===== config.mk =====
export PLATFORM = sky130hd
export DESIGN_NAME = csa3_cpa_pipe_flat
export DESIGN_NICKNAME = d
export VERILOG_FILES = /design/src/rtl/csa3_cpa_pipe_pkg.sv /design/src/rtl/csa3_cpa_pipe_if.sv /design/src/rtl/csa3_cpa_pipe_csa_seg_add.sv /design/src/rtl/csa3_cpa_pipe.sv /design/src/flat_wrapper.sv
export SDC_FILE = /design/constraint.sdc
export NUM_CORES = 1
export LEC_CHECK = 0
export BUFFER_PORTS_ARGS = -buffer_cell sky130_fd_sc_hd__buf_2
export CORE_MARGIN = 10
export CORE_UTILIZATION = 37
export CTS_CLUSTER_DIAMETER = 200
export CTS_CLUSTER_SIZE = 20
export DETAILED_ROUTE_END_ITERATION = 6
export PLACE_DENSITY = 0.6
export RECOVER_POWER = 25
export SYNTH_ARGS = -nofsm -noshare
export SYNTH_HDL_FRONTEND = slang
export SYNTH_SLANG_ARGS = --single-unit
export TNS_END_PERCENT = 10

===== constraint.sdc =====
create_clock -name ap_clk -period 12.8 [get_ports ap_clk]
set_input_delay 0.64 -clock ap_clk [delete_from_list [all_inputs] [get_ports ap_clk]]
set_output_delay 0.64 -clock ap_clk [all_outputs]
set_load 0.1 [all_outputs]

===== src/rtl/csa3_cpa_pipe_pkg.sv =====
// Shared widths for the compressor / carry-propagate datapath, plus the
// segment-boundary helpers used to slice the staggered ripple adder.
package csa3_cpa_pipe_pkg;

  localparam int CSAWIDTH = 27;
  localparam int SEGW     = 10;
  localparam int TAGW     = 8;
  localparam int OW       = CSAWIDTH + 3;
  localparam int NSEG     = (OW + SEGW - 1) / SEGW;

  function automatic int seg_lo(input int k);
    return k * SEGW;
  endfunction

  // The top segment is whatever is left over, so it may be narrower than SEGW.
  function automatic int seg_w(input int k);
    return ((OW - k * SEGW) < SEGW) ? (OW - k * SEGW) : SEGW;
  endfunction

  function automatic bit in_seg(input int k, input int b);
    return (b >= seg_lo(k)) && (b < seg_lo(k) + seg_w(k));
  endfunction

endpackage


===== src/rtl/csa3_cpa_pipe_if.sv =====
// Input and output streams of the carry-propagate stage.
// slave is the pipe's view; master is the view of the surrounding logic.
interface csa3_cpa_pipe_if;
  import csa3_cpa_pipe_pkg::*;

  logic                in_valid;
  logic                in_ready;
  logic [CSAWIDTH-1:0] in_o0;
  logic [CSAWIDTH-1:0] in_o1;
  logic [CSAWIDTH-1:0] in_o2;
  logic [TAGW-1:0]     in_tag;
  logic                out_valid;
  logic                out_ready;
  logic [OW-1:0]       out_sum;
  logic [TAGW-1:0]     out_tag;

  modport slave (
    input  in_valid, in_o0, in_o1, in_o2, in_tag, out_ready,
    output in_ready, out_valid, out_sum, out_tag
  );

  modport master (
    output in_valid, in_o0, in_o1, in_o2, in_tag, out_ready,
    input  in_ready, out_valid, out_sum, out_tag
  );

endinterface


===== src/rtl/csa3_cpa_pipe_csa_seg_add.sv =====
// One segment of the staggered ripple adder: W-bit add with carry-in/out.
module csa_seg_add
  import csa3_cpa_pipe_pkg::*;
#(
  parameter int W = SEGW
) (
  input  logic [W-1:0] a,
  input  logic [W-1:0] b,
  input  logic         cin,
  output logic [W-1:0] sum,
  output logic         cout
);

  assign {cout, sum} = {1'b0, a} + {1'b0, b} + {{W{1'b0}}, cin};

endmodule


===== src/rtl/csa3_cpa_pipe.sv =====
// Full-adder layer (stage 0) folding three weighted rows into a carry-save
// pair, followed by NSEG staggered ripple segments, one per cycle.
module csa3_cpa_pipe
  import csa3_cpa_pipe_pkg::*;
(
  input logic             ap_clk,
  input logic             ap_rst_n,
  csa3_cpa_pipe_if.slave  s
);

  logic                adv;
  logic [OW-1:0]       r0, r1, r2;
  logic [OW-1:0]       fa_s, fa_c;
  logic [OW-2:0]       maj;

  logic [NSEG:0]       v;
  logic [TAGW-1:0]     tg [0:NSEG];
  logic [OW-1:0]       sm [0:NSEG];
  logic [OW-1:0]       ps [0:NSEG-1];
  logic [OW-1:0]       pc [0:NSEG-1];
  logic                cy [0:NSEG-1];

  logic [OW-1:0]       seg_sum;
  logic                seg_co [1:NSEG-1];
  logic                cout_unused;

  assign adv        = ~v[NSEG] | s.out_ready;
  assign s.in_ready = adv;

  assign r0 = {3'b000, s.in_o0};
  assign r1 = {2'b00, s.in_o1, 1'b0};
  assign r2 = {1'b0, s.in_o2, 2'b00};

  // The top bit of every row is zero, so the majority never reaches bit OW-1
  // and the shifted carry fits in OW bits.
  assign fa_s = r0 ^ r1 ^ r2;
  assign maj  = (r0[OW-2:0] & r1[OW-2:0]) | (r0[OW-2:0] & r2[OW-2:0]) |
                (r1[OW-2:0] & r2[OW-2:0]);
  assign fa_c = {maj, 1'b0};

  for (genvar k = 1; k <= NSEG; k++) begin : g_seg
    localparam int LO = seg_lo(k - 1);
    localparam int W  = seg_w(k - 1);
    logic cout;

    csa_seg_add #(.W(W)) u_add (
      .a    (ps[k-1][LO +: W]),
      .b    (pc[k-1][LO +: W]),
      .cin  (cy[k-1]),
      .sum  (seg_sum[LO +: W]),
      .cout (cout)
    );

    if (k < NSEG) begin : g_mid
      assign seg_co[k] = cout;
    end else begin : g_top
      assign cout_unused = cout;
    end
  end

  always_ff @(posedge ap_clk) begin
    if (!ap_rst_n) begin
      v <= '0;
      for (int k = 0; k <= NSEG; k++) begin
        tg[k] <= '0;
        sm[k] <= '0;
      end
      for (int k = 0; k < NSEG; k++) begin
        ps[k] <= '0;
        pc[k] <= '0;
        cy[k] <= 1'b0;
      end
    end else if (adv) begin
      v[0]  <= s.in_valid;
      sm[0] <= '0;
      cy[0] <= 1'b0;
      if (s.in_valid) begin
        ps[0] <= fa_s;
        pc[0] <= fa_c;
        tg[0] <= s.in_tag;
      end
      // Each stage overwrites only its own segment; finished segments ride along.
      for (int k = 1; k <= NSEG; k++) begin
        v[k]  <= v[k-1];
        tg[k] <= tg[k-1];
        for (int b = 0; b < OW; b++)
          sm[k][b] <= in_seg(k - 1, b) ? seg_sum[b] : sm[k-1][b];
      end
      for (int k = 1; k < NSEG; k++) begin
        ps[k] <= ps[k-1];
        pc[k] <= pc[k-1];
        cy[k] <= seg_co[k];
      end
    end
  end

  assign s.out_valid = v[NSEG];
  assign s.out_sum   = sm[NSEG];
  assign s.out_tag   = tg[NSEG];

endmodule


===== src/flat_wrapper.sv =====
// flat-port wrapper written by rule: the top's interface ports become plain ports
module csa3_cpa_pipe_flat import csa3_cpa_pipe_pkg::*;
  (ap_clk, ap_rst_n, s_in_valid, s_in_o0, s_in_o1, s_in_o2, s_in_tag, s_out_ready, s_in_ready, s_out_valid, s_out_sum, s_out_tag);
  csa3_cpa_pipe_if s_i ();
  input logic ap_clk;
  input logic ap_rst_n;
  input wire logic [$bits(s_i.in_valid)-1:0] s_in_valid;
  input wire logic [$bits(s_i.in_o0)-1:0] s_in_o0;
  input wire logic [$bits(s_i.in_o1)-1:0] s_in_o1;
  input wire logic [$bits(s_i.in_o2)-1:0] s_in_o2;
  input wire logic [$bits(s_i.in_tag)-1:0] s_in_tag;
  input wire logic [$bits(s_i.out_ready)-1:0] s_out_ready;
  output wire logic [$bits(s_i.in_ready)-1:0] s_in_ready;
  output wire logic [$bits(s_i.out_valid)-1:0] s_out_valid;
  output wire logic [$bits(s_i.out_sum)-1:0] s_out_sum;
  output wire logic [$bits(s_i.out_tag)-1:0] s_out_tag;
  assign s_i.in_valid = s_in_valid;
  assign s_i.in_o0 = s_in_o0;
  assign s_i.in_o1 = s_in_o1;
  assign s_i.in_o2 = s_in_o2;
  assign s_i.in_tag = s_in_tag;
  assign s_i.out_ready = s_out_ready;
  assign s_in_ready = s_i.in_ready;
  assign s_out_valid = s_i.out_valid;
  assign s_out_sum = s_i.out_sum;
  assign s_out_tag = s_i.out_tag;
  csa3_cpa_pipe u_core (.ap_clk(ap_clk), .ap_rst_n(ap_rst_n), .s(s_i));
endmodule

==> results of run 1 <==
[cell type report]
type | instances | area, sq um
inverters | 10 | 40.0
flip-flops and latches | 210 | 6270
clock buffers | 19 | 390
well taps | 330 | 413
repair buffers | 136 | 643
clock inverters | 1 | 11.3
diodes | 1 | 2.50
fillers | 2285 | 14400
multi-input cells | 376 | 2900
[registers in the layout, summed over array words and instances (netlist names)]
name and count:
u_core.pc 55, u_core.ps 57, u_core.v 4, u_core.sm 60
u_core.cy 2, u_core.tg 32
[routing by layer]
layer | up-vias | share of wire (%) | wire (um)
li1 | 2609 | - | -
met1 | 2417 | 50 | 8370
met2 | 119 | 43 | 7310
met3 | 13 | 5.5 | 935
met4 | 0 | 1.6 | 265
met5 | - | 0 | 0
[through the flow]
step | setup slack [ns] | util (%) | instance area [sq um] | cells | hold WS [ns]
CTS | 9.85 | 42.8 | 10700 | 1082 | 0.449
floorplan | 7.98 | - | 9370 | 639 | 0.434
detailed placement | 9.49 | 41.2 | 10300 | 1062 | 0.462
finish | 7.76 | 42.6 | 10700 | 1083 | 0.469
global route | 7.08 | 42.6 | 10700 | 1082 | 0.490
global placement | 9.66 | 41.2 | 10300 | 1062 | 0.454
[cell families (layout without fill, tap and decap cells)]
logic type | count (synthesis) | in the layout
simple gates | 256 | 256
flops | 210 | 210
fa+ha+maj | 57 | 57
buf+inv | 53 | 166
mux | 2 | 2
compound gates | 49 | 49
xor+xnor | 12 | 12
other cells | 0 | 1
[worst register-to-register path: stages, from the launching register on]
cell and delay [ns]:
sky130_fd_sc_hd__dfxtp_1 0.31, sky130_fd_sc_hd__nor2b_4 0.15, sky130_fd_sc_hd__nand2_1 1.44, sky130_fd_sc_hd__buf_4 1.06
[placed cells by master, fill, tap and decap left out, drive strengths merged, types with 2 or more instances in the layout]
cell type and count:
ha 27, o21a 3, a21o 7, xnor2 5, dfxtp 4, nand4b 2
nor2 22, edfxtp 206, or4 2, nand4 2, and3 181, o21bai 2
fa 30, clkbuf 55, and2 2, a21boi 3, buf 100, o31ai 2
mux2i 2, o21ai 12, nand3 6, inv 11, nor3 7, nor2b 6
xor2 7, a21oi 11, nand2 21, nand2b 2, a211oi 4
[how the worst max path moves through the flow]
stage	start	end
finish	ap_rst_n	u_core.ps[0][41]$_SDFFCE_PN0P_
global route	ap_rst_n	u_core.ps[0][10]$_SDFFCE_PN0P_
CTS	u_core.v[3]$_SDFFE_PN0N_	u_core.sm[2][13]$_SDFFCE_PN0P_
detailed placement	s_out_ready	u_core.sm[2][13]$_SDFFCE_PN0P_
global placement	s_out_ready	u_core.sm[1][4]$_SDFFCE_PN0P_
floorplan	u_core.v[3]$_SDFFE_PN0N_	u_core.cy[0][1]$_SDFFCE_PN0P_
[power groups by stage]
| stage | Clock [W] | Sequential [W] | Combinational, W |
|---|---|---|---|
| after floorplan | 0 | 0.000895 | 0.0000840 |
| after global placement | 0 | 0.000844 | 0.000190 |
| after detailed placement | 0 | 0.000846 | 0.000191 |
| after CTS | 0.000445 | 0.000830 | 0.000192 |
| after global routing | 0.000474 | 0.000835 | 0.000208 |
| final | 0.000429 | 0.000829 | 0.000187 |
==> implementation parameters, run 1 <==
Parameter                              Value

Run status
  Status    finished with violations
  Failing checks    capacitance limit, slew limit

STA
  Final min period    5.04 ns
  Setup-violating endpoint count in the final report    0
  Headroom to the max-slew limit    -168%
  Final Slew Violations    236
  RSZ-0062 raised after global routing    no
  Final critical-path share of the clock period    39.4%
  Final number of hold-violating endpoints    0
  Worst-Margin Slew    4.03 ns
  Worst clock skew on the final layout    0.0125 ns
  Maximum clock frequency    198 MHz
  Accumulated negative setup slack    0 ns

Setup path
  Cells traversed along the worst timing path    clkbuf_1, clkbuf_1, and3_1
  R2r worst-path depth    3
  Element type at the critical path start    input pin
  Required time at the endpoint of the critical path    13.11 ns
  Kind of critical path    input pin to flop
  Reg2Reg Capture Point    u_core.ps[0][54]$_SDFFCE_PN0P_
  Data arrival time of the critical path    5.35 ns
  Maximum cell stage delay along the critical path    2.91 ns
  Library cell appearing most often on the critical path    sky130_fd_sc_hd__clkbuf_1
  Count of buffer and inverter cells on the critical path    2
  Reg-to-reg setup timing slack    9.41 ns
  Max stage delay cell, worst path    sky130_fd_sc_hd__clkbuf_1
  Worst reg2reg startpoint    u_core.v[3]$_SDFFE_PN0N_
  Crit path capture type    flop
  Logic depth of the worst setup path including buffers    3
  Maximum fanout encountered on the critical timing path    131
  Crit-path leading delay family    buffers and inverters

Global route
  Maximum number of pins on one net before global-route repair    145
  Met2 Use GR    14.9%
  Aggregate global routing overflow    0
  GRT Total Usage    10.1%
  GR Layer Usage met1    14.9%
  Global-route wire length before repair    26600 um
  Most used routing layer    met2
  Initial antenna violation count    0
  Met3 Track Usage GR    1.94%
  Number of global-route vias before repair    5157

Yosys
  Net count of the mapped netlist    789
  Sequential element share of the synthesized area    66.9%
  Area share of fa/ha/maj cells after synthesis    10.0%
  Count leader, synth    sky130_fd_sc_hd__edfxtp_1
  Mux share of post-synthesis cell area    0.214%
  Combinational family with the most area after synthesis    simple AND/OR/NAND/NOR gates
  Distinct cell type count of the synthesized netlist    42
  Synthesized-area fraction occupied by xor and xnor cells    1.12%
  Cell type with the highest aggregate area in the netlist    sky130_fd_sc_hd__edfxtp_1
  YS warnings    0
  Yosys top cell area share    66.0%
  Post-synthesis instance total    639
  Primary FF master, synth    sky130_fd_sc_hd__edfxtp_1
  Area fraction in compound gates after synthesis    3.58%
  Area of the mapped netlist    0.00937 sq mm
  Number of synthesized flops with an enable pin    206
  Number of storage elements in the synthesis netlist    210
  Post-synthesis async set-or-reset flop share    0%
  Syn_area_per_cell    14.7 sq um
  Area fraction in and, or, nand and nor cells after synthesis    16.0%
  Most instantiated cells after synthesis    206 x sky130_fd_sc_hd__edfxtp_1, 181 x sky130_fd_sc_hd__and3_1, 38 x sky130_fd_sc_hd__clkbuf_1, 30 x sky130_fd_sc_hd__fa_1, 27 x sky130_fd_sc_hd__ha_1
  Most area-consuming cells after synthesis    sky130_fd_sc_hd__edfxtp_1 66%, sky130_fd_sc_hd__and3_1 12%, sky130_fd_sc_hd__fa_1 6.4%

Floorplanning
  Die boundary width    179 um
  Die extent in y    179 um
  # rows    58
  Top-level I/O count    133
  Initial Util    37.4%
  Full die area    0.0321 sq mm
  Area of the core region    0.0250 sq mm

Power and ir drop
  Portion of total power attributed to sequential cells    57.4%
  Pwr Total    0.00145 W
  Proportion of power drawn by combinational gates    12.9%
  Static power due to leakage    4.90 nW
  Internal    0.00109 W
  Switching share of power    24.4%
  Clock power frac    29.7%
  Net switching power of the design    0.000353 W
  Worst ir drop on vdd    0.0000672 V
  Power density over the cells    136 mW/mm^2

Place
  Count of input and output buffers    132
  Placed wire-length estimate    11100 um
  Final Wtd Congestion    0.788

Finish
  Syn-to-layout area delta    13.8%
  Fraction of layout cells with a size suffix above 1    16.4%
  Fin nets    898

Flow run
  Number of max-capacitance violations reported    3

Min path
  Number of cells traversed by the worst hold path    2
  Class of the most critical hold timing path    flop to flop
  Worst hold endpoint    u_core.v[2]$_SDFFE_PN0N_
  HP Start    u_core.v[2]$_SDFFE_PN0N_

CTS
  Clock-pin slew on the worst setup and hold paths    0.08 ns
  Number of instances resized during post-cts repair    0
  CTS H-Tree Depth    1
  CTS max path bufs    3
  Clk_lat worst skew    0.47 ns
  Clock Sinks    210
  Cts-stage hold buffer count    0
  Post CTS Setup Buffer Count    0
  CTS buffer count    14
  Clock tree root buffer cell    sky130_fd_sc_hd__clkbuf_16
  CTS tree    built

Detailed routing
  Detailed-route via count    5158
  Initial drt markers    431
  Ratio of routed vias to standard cells    4.76
  Routed Antenna Nets    0
  Wire length after detailed routing    16900 um
  Number of optimization iterations in the first detailed-route pass    4
  DRC violation count after routing    0
  Routed wire length per instance    15.6 um
Note: power is estimated with default switching activity, not from simulation.
==> inputs of run 2 (changes only) <==
Settings changed: ABC_AREA from default to 1, PLACE_DENSITY 0.6 to 0.61.
Clock period 12.8 ns to 4.13 ns, I/O delays scaled along.
==> run 2 against run 1 <==
The flow still finishes with violations (capacitance limit, slew limit). Clock power grew to 3.2 times the previous value. Sequential power rose to 3.1 times the previous value. Highest routed layer unchanged. Combinational power increased to 3.6 times the previous value. Clock skew increased by 0.0035 ns. Final cell count is 26% higher. Count of clock-buffer cells in the layout rose by 4. Critical endpoint is now u_core.ps[0][88]$_SDFFCE_PN0P_.
==> implementation parameters, run 2 <==
Parameter                              Value

Power and ir drop
  Power density over the cells    410 mW/mm^2 (+200%)
  Worst ir drop on vdd    0.000220 V (+230%)
  Static power due to leakage    5.13 nW (+4.6%)

Setup path
  Maximum fanout encountered on the critical timing path    105 (-20%)
  Worst reg2reg startpoint    u_core.v[3]$_SDFFE_PN0N_
  Element type at the critical path start    flop
  Cells traversed along the worst timing path    inv_1, nor2_1, nor2_4, clkbuf_1, inv_8, buf_12, nor2_1
  Library cell appearing most often on the critical path    sky130_fd_sc_hd__nor2_1
  Reg-to-reg setup timing slack    1.20 ns (-8.21 ns)
  Reg2Reg Capture Point    u_core.ps[0][88]$_SDFFCE_PN0P_
  R2r worst-path depth    7 (+4)
  Crit path capture type    flop
  Data arrival time of the critical path    3.14 ns (-2.21 ns)
  Maximum cell stage delay along the critical path    0.68 ns (-2.23 ns)
  Source of the critical timing path    u_core.v[3]$_SDFFE_PN0N_
  Required time at the endpoint of the critical path    4.34 ns (-8.77 ns)
  Max stage delay cell, worst path    sky130_fd_sc_hd__inv_8
  Kind of critical path    flop to flop

Detailed routing
  Detailed-route via count    5670 (+9.9%)
  DRC violation count after routing    0 (unchanged)
  Number of optimization iterations in the first detailed-route pass    4 (unchanged)
  Routed length on met2    7550 um (+3.3%)
  Length of routed wiring on met1    7050 um (-16%)
  Met3 wire length    834 um (-11%)
  Initial drt markers    334 (-23%)
  Ratio of routed vias to standard cells    4.16 (-13%)
  Routed wire length per instance    11.6 um (-25%)
  Routed Antenna Nets    0 (unchanged)
  Topmost layer with routed signal wires    met4
  Wire length after detailed routing    15900 um (-6.1%)

CTS
  Cts-stage hold buffer count    0 (unchanged)
  Clock tree root buffer cell    sky130_fd_sc_hd__clkbuf_16
  Number of instances resized during post-cts repair    0 (unchanged)
  CTS max path bufs    3 (unchanged)
  CTS tree    built
  CTS H-Tree Depth    1 (unchanged)
  Clk_lat worst skew    0.48 ns (about the same)
  Clock-pin slew on the worst setup and hold paths    0.08 ns (about the same)
  Clock Sinks    210 (unchanged)
  Post CTS Setup Buffer Count    0 (unchanged)
  CTS buffer count    14 (unchanged)

Finish
  Post-layout utilization of the core    42.1% (-0.48 points)
  Fin nets    1163 (+30%)
  Count of fill cells added during filler insertion    2520 (+10%)
  Largest registers in the final layout    u_core.sm: 60 flops, u_core.ps: 57 flops, u_core.pc: 55 flops
  Fraction of layout cells with a size suffix above 1    19.6% (+3.2 points)
  Final antenna diode count    0 (-1)
  Leading cell type in the layout, fill and taps excluded    sky130_fd_sc_hd__inv_1
  Largest reg by FF count    u_core.sm
  Syn-to-layout area delta    12.9%
  Highest-count cells in the layout ignoring fill and taps    222 x sky130_fd_sc_hd__inv_1, 206 x sky130_fd_sc_hd__edfxtp_1, 134 x sky130_fd_sc_hd__nor2_1
  Number of flip-flops in the largest register    60 (unchanged)

Run status
  Status    finished with violations
  Failing checks    capacitance limit, slew limit

Yosys
  Number of storage elements in the synthesis netlist    210 (unchanged)
  YS warnings    0 (unchanged)
  Number of synthesized flops with an enable pin    206 (unchanged)
  Primary FF master, synth    sky130_fd_sc_hd__edfxtp_1
  Net count of the mapped netlist    1034 (+31%)
  Sequential element share of the synthesized area    62.7% (-4.2 points)
  Area of the mapped netlist    0.0100 sq mm (+6.7%)
  Cell type with the highest aggregate area in the netlist    sky130_fd_sc_hd__edfxtp_1
  Most area-consuming cells after synthesis    sky130_fd_sc_hd__edfxtp_1 62%, sky130_fd_sc_hd__inv_1 8.3%, sky130_fd_sc_hd__nor2_2 6.3%
  Syn_area_per_cell    11.3 sq um (-23%)
  Distinct cell type count of the synthesized netlist    24 (-43%)
  Most instantiated cells after synthesis    222 x sky130_fd_sc_hd__inv_1, 206 x sky130_fd_sc_hd__edfxtp_1, 116 x sky130_fd_sc_hd__nor2_1, 101 x sky130_fd_sc_hd__nor2_2, 81 x sky130_fd_sc_hd__nand2_1
  Count leader, synth    sky130_fd_sc_hd__inv_1
  Yosys top cell area share    61.9% (-4.2 points)
  Post-synthesis async set-or-reset flop share    0% (unchanged)
  Post-synthesis instance total    884 (+38%)

Min path
  Class of the most critical hold timing path    input pin to flop
  Worst hold endpoint    u_core.tg[0][0]$_SDFFCE_PN0P_
  HP Start    s_in_tag[0]
  Number of cells traversed by the worst hold path    3 (+1)

Floorplanning
  Top-level I/O count    133 (unchanged)
  Initial Util    37.3% (-0.11 points)
  Full die area    0.0340 sq mm (+6.0%)
  Die boundary width    184 um (+2.9%)
  Area of the core region    0.0268 sq mm (+7.0%)
  # rows    60 (+3.4%)
  Die extent in y    184 um (+2.9%)

STA
  Final min period    2.93 ns
  Worst clock skew on the final layout    0.0160 ns (+0.00347 ns)
  Accumulated negative setup slack    0 ns (unchanged)
  RSZ-0062 raised after global routing    no
  Maximum clock frequency    341 MHz
  Final critical-path share of the clock period    71.0%
  Final number of hold-violating endpoints    0 (unchanged)
  Worst-Margin Slew    1.94 ns (-2.08 ns)
  Headroom to the max-slew limit    -29.5% (+140 points)
  Final Slew Violations    147 (-38%)
  Setup-violating endpoint count in the final report    0 (unchanged)

Place
  Placed wire-length estimate    10700 um (-3.1%)
  Final Wtd Congestion    0.831 (+5.4%)
  Count of input and output buffers    132 (unchanged)

Global route
  Global-route wire length before repair    26600 um (+0.10%)
  Maximum number of pins on one net before global-route repair    147 (+1.4%)
  GRT Total Usage    9.41% (-0.70 points)
  Number of global-route vias before repair    5790 (+12%)
  Aggregate global routing overflow    0 (unchanged)
  Initial antenna violation count    0 (unchanged)

Flow run
  Number of max-capacitance violations reported    1 (-2)
## run 2: cell types whose count changed after synthesis, moves of 12 or more
cell,change
sky130_fd_sc_hd__and3_1,-180
sky130_fd_sc_hd__nor2_2,+101
sky130_fd_sc_hd__nand2_1,+60
sky130_fd_sc_hd__clkbuf_1,-38
sky130_fd_sc_hd__buf_6,+12
sky130_fd_sc_hd__nor2_1,+94
sky130_fd_sc_hd__inv_1,+212
sky130_fd_sc_hd__a21oi_1,+16
## run 2: critical path: cells and delay by family, from the launching register on
| family | cells | cell delay [ns] |
|---|---|---|
| buf+inv | 4 | 1.66 |
| simple gates | 3 | 0.45 |
| flops | 1 | 0.33 |
## run 2: layer usage
metal  GRT usage, %  vias up
met3           2.09       25
met5              0        -
met4           3.54        0
met2           16.2      114
met1           11.2     2539
li1               -     2992
## run 2: how the worst max path moves through the flow
stage,slack (ns),to
CTS,1.73,u_core.ps[0][88]$_SDFFCE_PN0P_
global placement,1.81,u_core.ps[0][28]$_SDFFCE_PN0P_
floorplan,0.73,u_core.cy[0][1]$_SDFFCE_PN0P_
global route,1.02,u_core.ps[0][88]$_SDFFCE_PN0P_
detailed placement,1.74,u_core.ps[0][88]$_SDFFCE_PN0P_
finish,1.20,u_core.ps[0][88]$_SDFFCE_PN0P_
## run 2: report_power, final
part | switching, W | leakage (nW) | internal [W]
clock | 0.000689 | 0.200 | 0.000683
sequential | 0.0000473 | 2.40 | 0.00253
combinational | 0.000483 | 2.53 | 0.000195
## run 2: layout make-up
type                    instances  area [sq um]  share of cell area [%]
clock buffers                  23           405                    3.59
flip-flops and latches        210          6270                    55.5
multi-input cells             428          2670                    23.7
clock inverters                 1          11.3                  0.0998
repair buffers                135           654                    5.80
well taps                     341           427                    3.78
inverters                     224           848                    7.52
## run 2: through the flow
| step | cells | hold slack, ns | total power, W | setup WS (ns) | cell area [sq um] |
|---|---|---|---|---|---|
| 6_report | 1362 | 0.0377 | 0.00463 | 1.20 | 11300 |
| 5_1_grt | 1362 | 0.0370 | 0.00488 | 1.02 | 11300 |
| 4_1_cts | 1362 | 0.0128 | 0.00472 | 1.73 | 11400 |
| 3_5_place_dp | 1338 | 0.468 | 0.00333 | 1.74 | 11000 |
| 3_3_place_gp | 1338 | 0.460 | 0.00332 | 1.81 | 11000 |
| 2_1_floorplan | 884 | 0.333 | 0.00316 | 0.732 | 10000 |
## run 2: cell families (layout without fill, tap and decap cells)
group | Yosys count | count (layout) | share of synthesized area, %
AOI/OAI and AO/OA | 46 | 46 | 2.45
buffers and inverters | 246 | 383 | 10.3
and+or+nand+nor | 325 | 325 | 15.2
DFF | 210 | 210 | 62.7
adders and majority gates | 57 | 57 | 9.39
==> inputs of run 3 (changes only) <==
Clock period 4.13 ns to 2.5 ns, I/O delays scaled along.
==> run 3 against run 2 <==
The run now ends clean. Via count is 2.6% higher. Power is 65% higher. Fmax is 45% higher. First-iteration DRC count is 5.4% higher. Final cell count is 1.1% higher. Register-to-register slack worse by 0.72 ns. Hold slack better by 0.045 ns. Die area stayed put. Design area is 2.0% higher. Critical path depth is 3 higher. Non-clock buffer count is 18 higher. Critical path type unchanged. Largest cell class unchanged. Largest power group unchanged.
==> implementation parameters, run 3 (same netlist as run 2, synthesis figures left out) <==
Parameter                              Value

Run status
  Status    completed

CTS
  CTS tree    built
  CTS max path bufs    3 (unchanged)
  Clock Sinks    210 (unchanged)
  Clock tree root buffer cell    sky130_fd_sc_hd__clkbuf_16
  CTS buffer count    14 (unchanged)
  Clk_lat worst skew    0.47 ns (about the same)
  CTS H-Tree Depth    1 (unchanged)
  Clock-pin slew on the worst setup and hold paths    0.08 ns (about the same)

Min path
  HP Start    s_in_o1[26]
  Class of the most critical hold timing path    input pin to flop

Global route
  Initial antenna violation count    0 (unchanged)
  Number of global-route vias before repair    5955 (+2.8%)
  GRT Total Usage    9.75% (+0.33 points)
  Maximum number of pins on one net before global-route repair    60 (-59%)
  Aggregate global routing overflow    0 (unchanged)
  Global-route wire length before repair    27600 um (+3.8%)

Finish
  Final antenna diode count    0 (unchanged)
  Largest registers in the final layout    u_core.sm: 60 flops, u_core.ps: 57 flops, u_core.pc: 55 flops
  Highest-count cells in the layout ignoring fill and taps    222 x sky130_fd_sc_hd__inv_1, 206 x sky130_fd_sc_hd__edfxtp_1, 127 x sky130_fd_sc_hd__nor2_1
  Syn-to-layout area delta    15.1%
  Area occupied by multi-input gates    0.00270 sq mm (+0.98%)
  Leading cell type in the layout, fill and taps excluded    sky130_fd_sc_hd__inv_1
  Area occupied by registers    0.00627 sq mm (unchanged)
  Largest reg by FF count    u_core.sm
  Number of flip-flops in the largest register    60 (unchanged)
  Fin nets    1181 (+1.5%)
  Fraction of layout cells with a size suffix above 1    20.8% (+1.3 points)
  Count of fill cells added during filler insertion    2525 (+0.20%)

Floorplanning
  Initial Util    37.3% (unchanged)
  Full die area    0.0340 sq mm (unchanged)
  Area of the core region    0.0268 sq mm (unchanged)
  Die boundary width    184 um (unchanged)
  Die extent in y    184 um (unchanged)
  Top-level I/O count    133 (unchanged)
  # rows    60 (unchanged)

Setup path
  Element type at the critical path start    flop
  Data arrival time of the critical path    2.26 ns (-0.88 ns)
  Crit-path leading delay family    adder cells
  Maximum cell stage delay along the critical path    0.49 ns (-0.19 ns)
  Kind of critical path    flop to flop
  Reg-to-reg setup timing slack    0.48 ns (-0.72 ns)
  Worst reg2reg startpoint    u_core.ps[0][40]$_SDFFCE_PN0P_
  Library cell appearing most often on the critical path    sky130_fd_sc_hd__nand2_1
  Required time at the endpoint of the critical path    2.74 ns (-1.60 ns)
  Max stage delay cell, worst path    sky130_fd_sc_hd__fa_1
  Maximum fanout encountered on the critical timing path    4 (-96%)
  Cells traversed along the worst timing path    fa_1, inv_1, fa_1, inv_1, nand3_1, nand2_1, a21oi_1, nand2_1, nand2_1, nor2_1
  Crit path capture type    flop
  Source of the critical timing path    u_core.ps[0][40]$_SDFFCE_PN0P_
  Count of buffer and inverter cells on the critical path    2 (-2)

STA
  Post-Route Hold Slack    0.0828 ns (+0.0451 ns)
  Worst-Margin Slew    1.32 ns (-0.625 ns)
  Setup-violating endpoint count in the final report    0 (unchanged)
  Maximum clock frequency    494 MHz (+45%)
  RSZ-0062 raised after global routing    no
  Final Slew Violations    0 (-100%)
  Final number of hold-violating endpoints    0 (unchanged)
  Worst clock skew on the final layout    0.0154 ns (-0.000589 ns)
  Final min period    2.02 ns (-0.908 ns)
  Accumulated negative setup slack    0 ns (unchanged)
  Final critical-path share of the clock period    80.9% (+10 points)
  Headroom to the max-slew limit    12.5% (+42 points)

Flow run
  Number of max-capacitance violations reported    0 (-1)

Detailed routing
  Number of optimization iterations in the first detailed-route pass    4 (unchanged)
  Routed Antenna Nets    0 (unchanged)
  Wire length after detailed routing    16300 um (+2.8%)
  DRC violation count after routing    0 (unchanged)
  Routed wire length per instance    11.8 um (+1.7%)
  Detailed-route via count    5816 (+2.6%)
  Ratio of routed vias to standard cells    4.22 (+1.5%)
  Initial drt markers    352 (+5.4%)

Place
  Final Wtd Congestion    0.758 (-8.7%)
  Placed wire-length estimate    11400 um (+6.5%)
  Count of input and output buffers    132 (unchanged)

Power and ir drop
  Power density over the cells    664 mW/mm^2 (+62%)
  Static power due to leakage    5.22 nW (+1.7%)
  Worst ir drop on vdd    0.000300 V (+37%)
run 3: cell type report:
cell class	instances	share of cell area (%)
multi-input cells	428	23.5
clock buffers	20	3.43
repair buffers	153	7.47
flip-flops and latches	210	54.5
well taps	341	3.71
clock inverters	1	0.0979
inverters	224	7.37
run 3: worst paths after layout:
check,cells after the start,end
max,10,u_core.sm[2][16]$_SDFFCE_PN0P_
min,4,u_core.pc[0][28]$_SDFFCE_PN0P_
max reg2reg,10,u_core.sm[2][16]$_SDFFCE_PN0P_
min reg2reg,2,u_core.v[2]$_SDFFE_PN0N_
run 3: through the flow:
stage                     instance area, sq um  cells  util [%]  total power [W]  setup WS, ns
after floorplan                          10000    884         -          0.00522         0.214
after global placement                   11100   1345      41.3          0.00548         0.517
after detailed placement                 11100   1345      41.3          0.00551         0.488
after CTS                                11600   1377      43.2          0.00778         0.478
after global routing                     11500   1377      42.9          0.00805         0.305
final                                    11500   1377      42.9          0.00764         0.477
run 3: power by group:
group | leakage, nW | switching [W] | total [W] | internal (W)
sequential | 2.40 | 0.0000793 | 0.00426 | 0.00418
clock | 0.197 | 0.00112 | 0.00223 | 0.00111
combinational | 2.62 | 0.000808 | 0.00115 | 0.000343
run 3: timing repair:
action,4_1_cts,5_1_grt
hold buffers,11,0
gates resized for setup,0,0
setup buffers,0,0
endpoints found under the hold margin,11,0
run 3: layer usage:
layer | vias up | GRT usage [%] | part of all wire, %
met4 | 0 | 3.18 | 2.5
li1 | 3027 | - | -
met3 | 29 | 2.22 | 6.2
met1 | 2637 | 11.9 | 43
met5 | - | 0 | 0
met2 | 123 | 16.6 | 48
run 3: worst register-to-register path, cell delays in order, from the launching register on:
cell and delay [ns]:
sky130_fd_sc_hd__edfxtp_1 0.41, sky130_fd_sc_hd__fa_1 0.49, sky130_fd_sc_hd__inv_1 0.11, sky130_fd_sc_hd__fa_1 0.19, sky130_fd_sc_hd__inv_1 0.07, sky130_fd_sc_hd__nand3_1 0.06
sky130_fd_sc_hd__nand2_1 0.10, sky130_fd_sc_hd__a21oi_1 0.20, sky130_fd_sc_hd__nand2_1 0.08, sky130_fd_sc_hd__nand2_1 0.06, sky130_fd_sc_hd__nor2_1 0.03
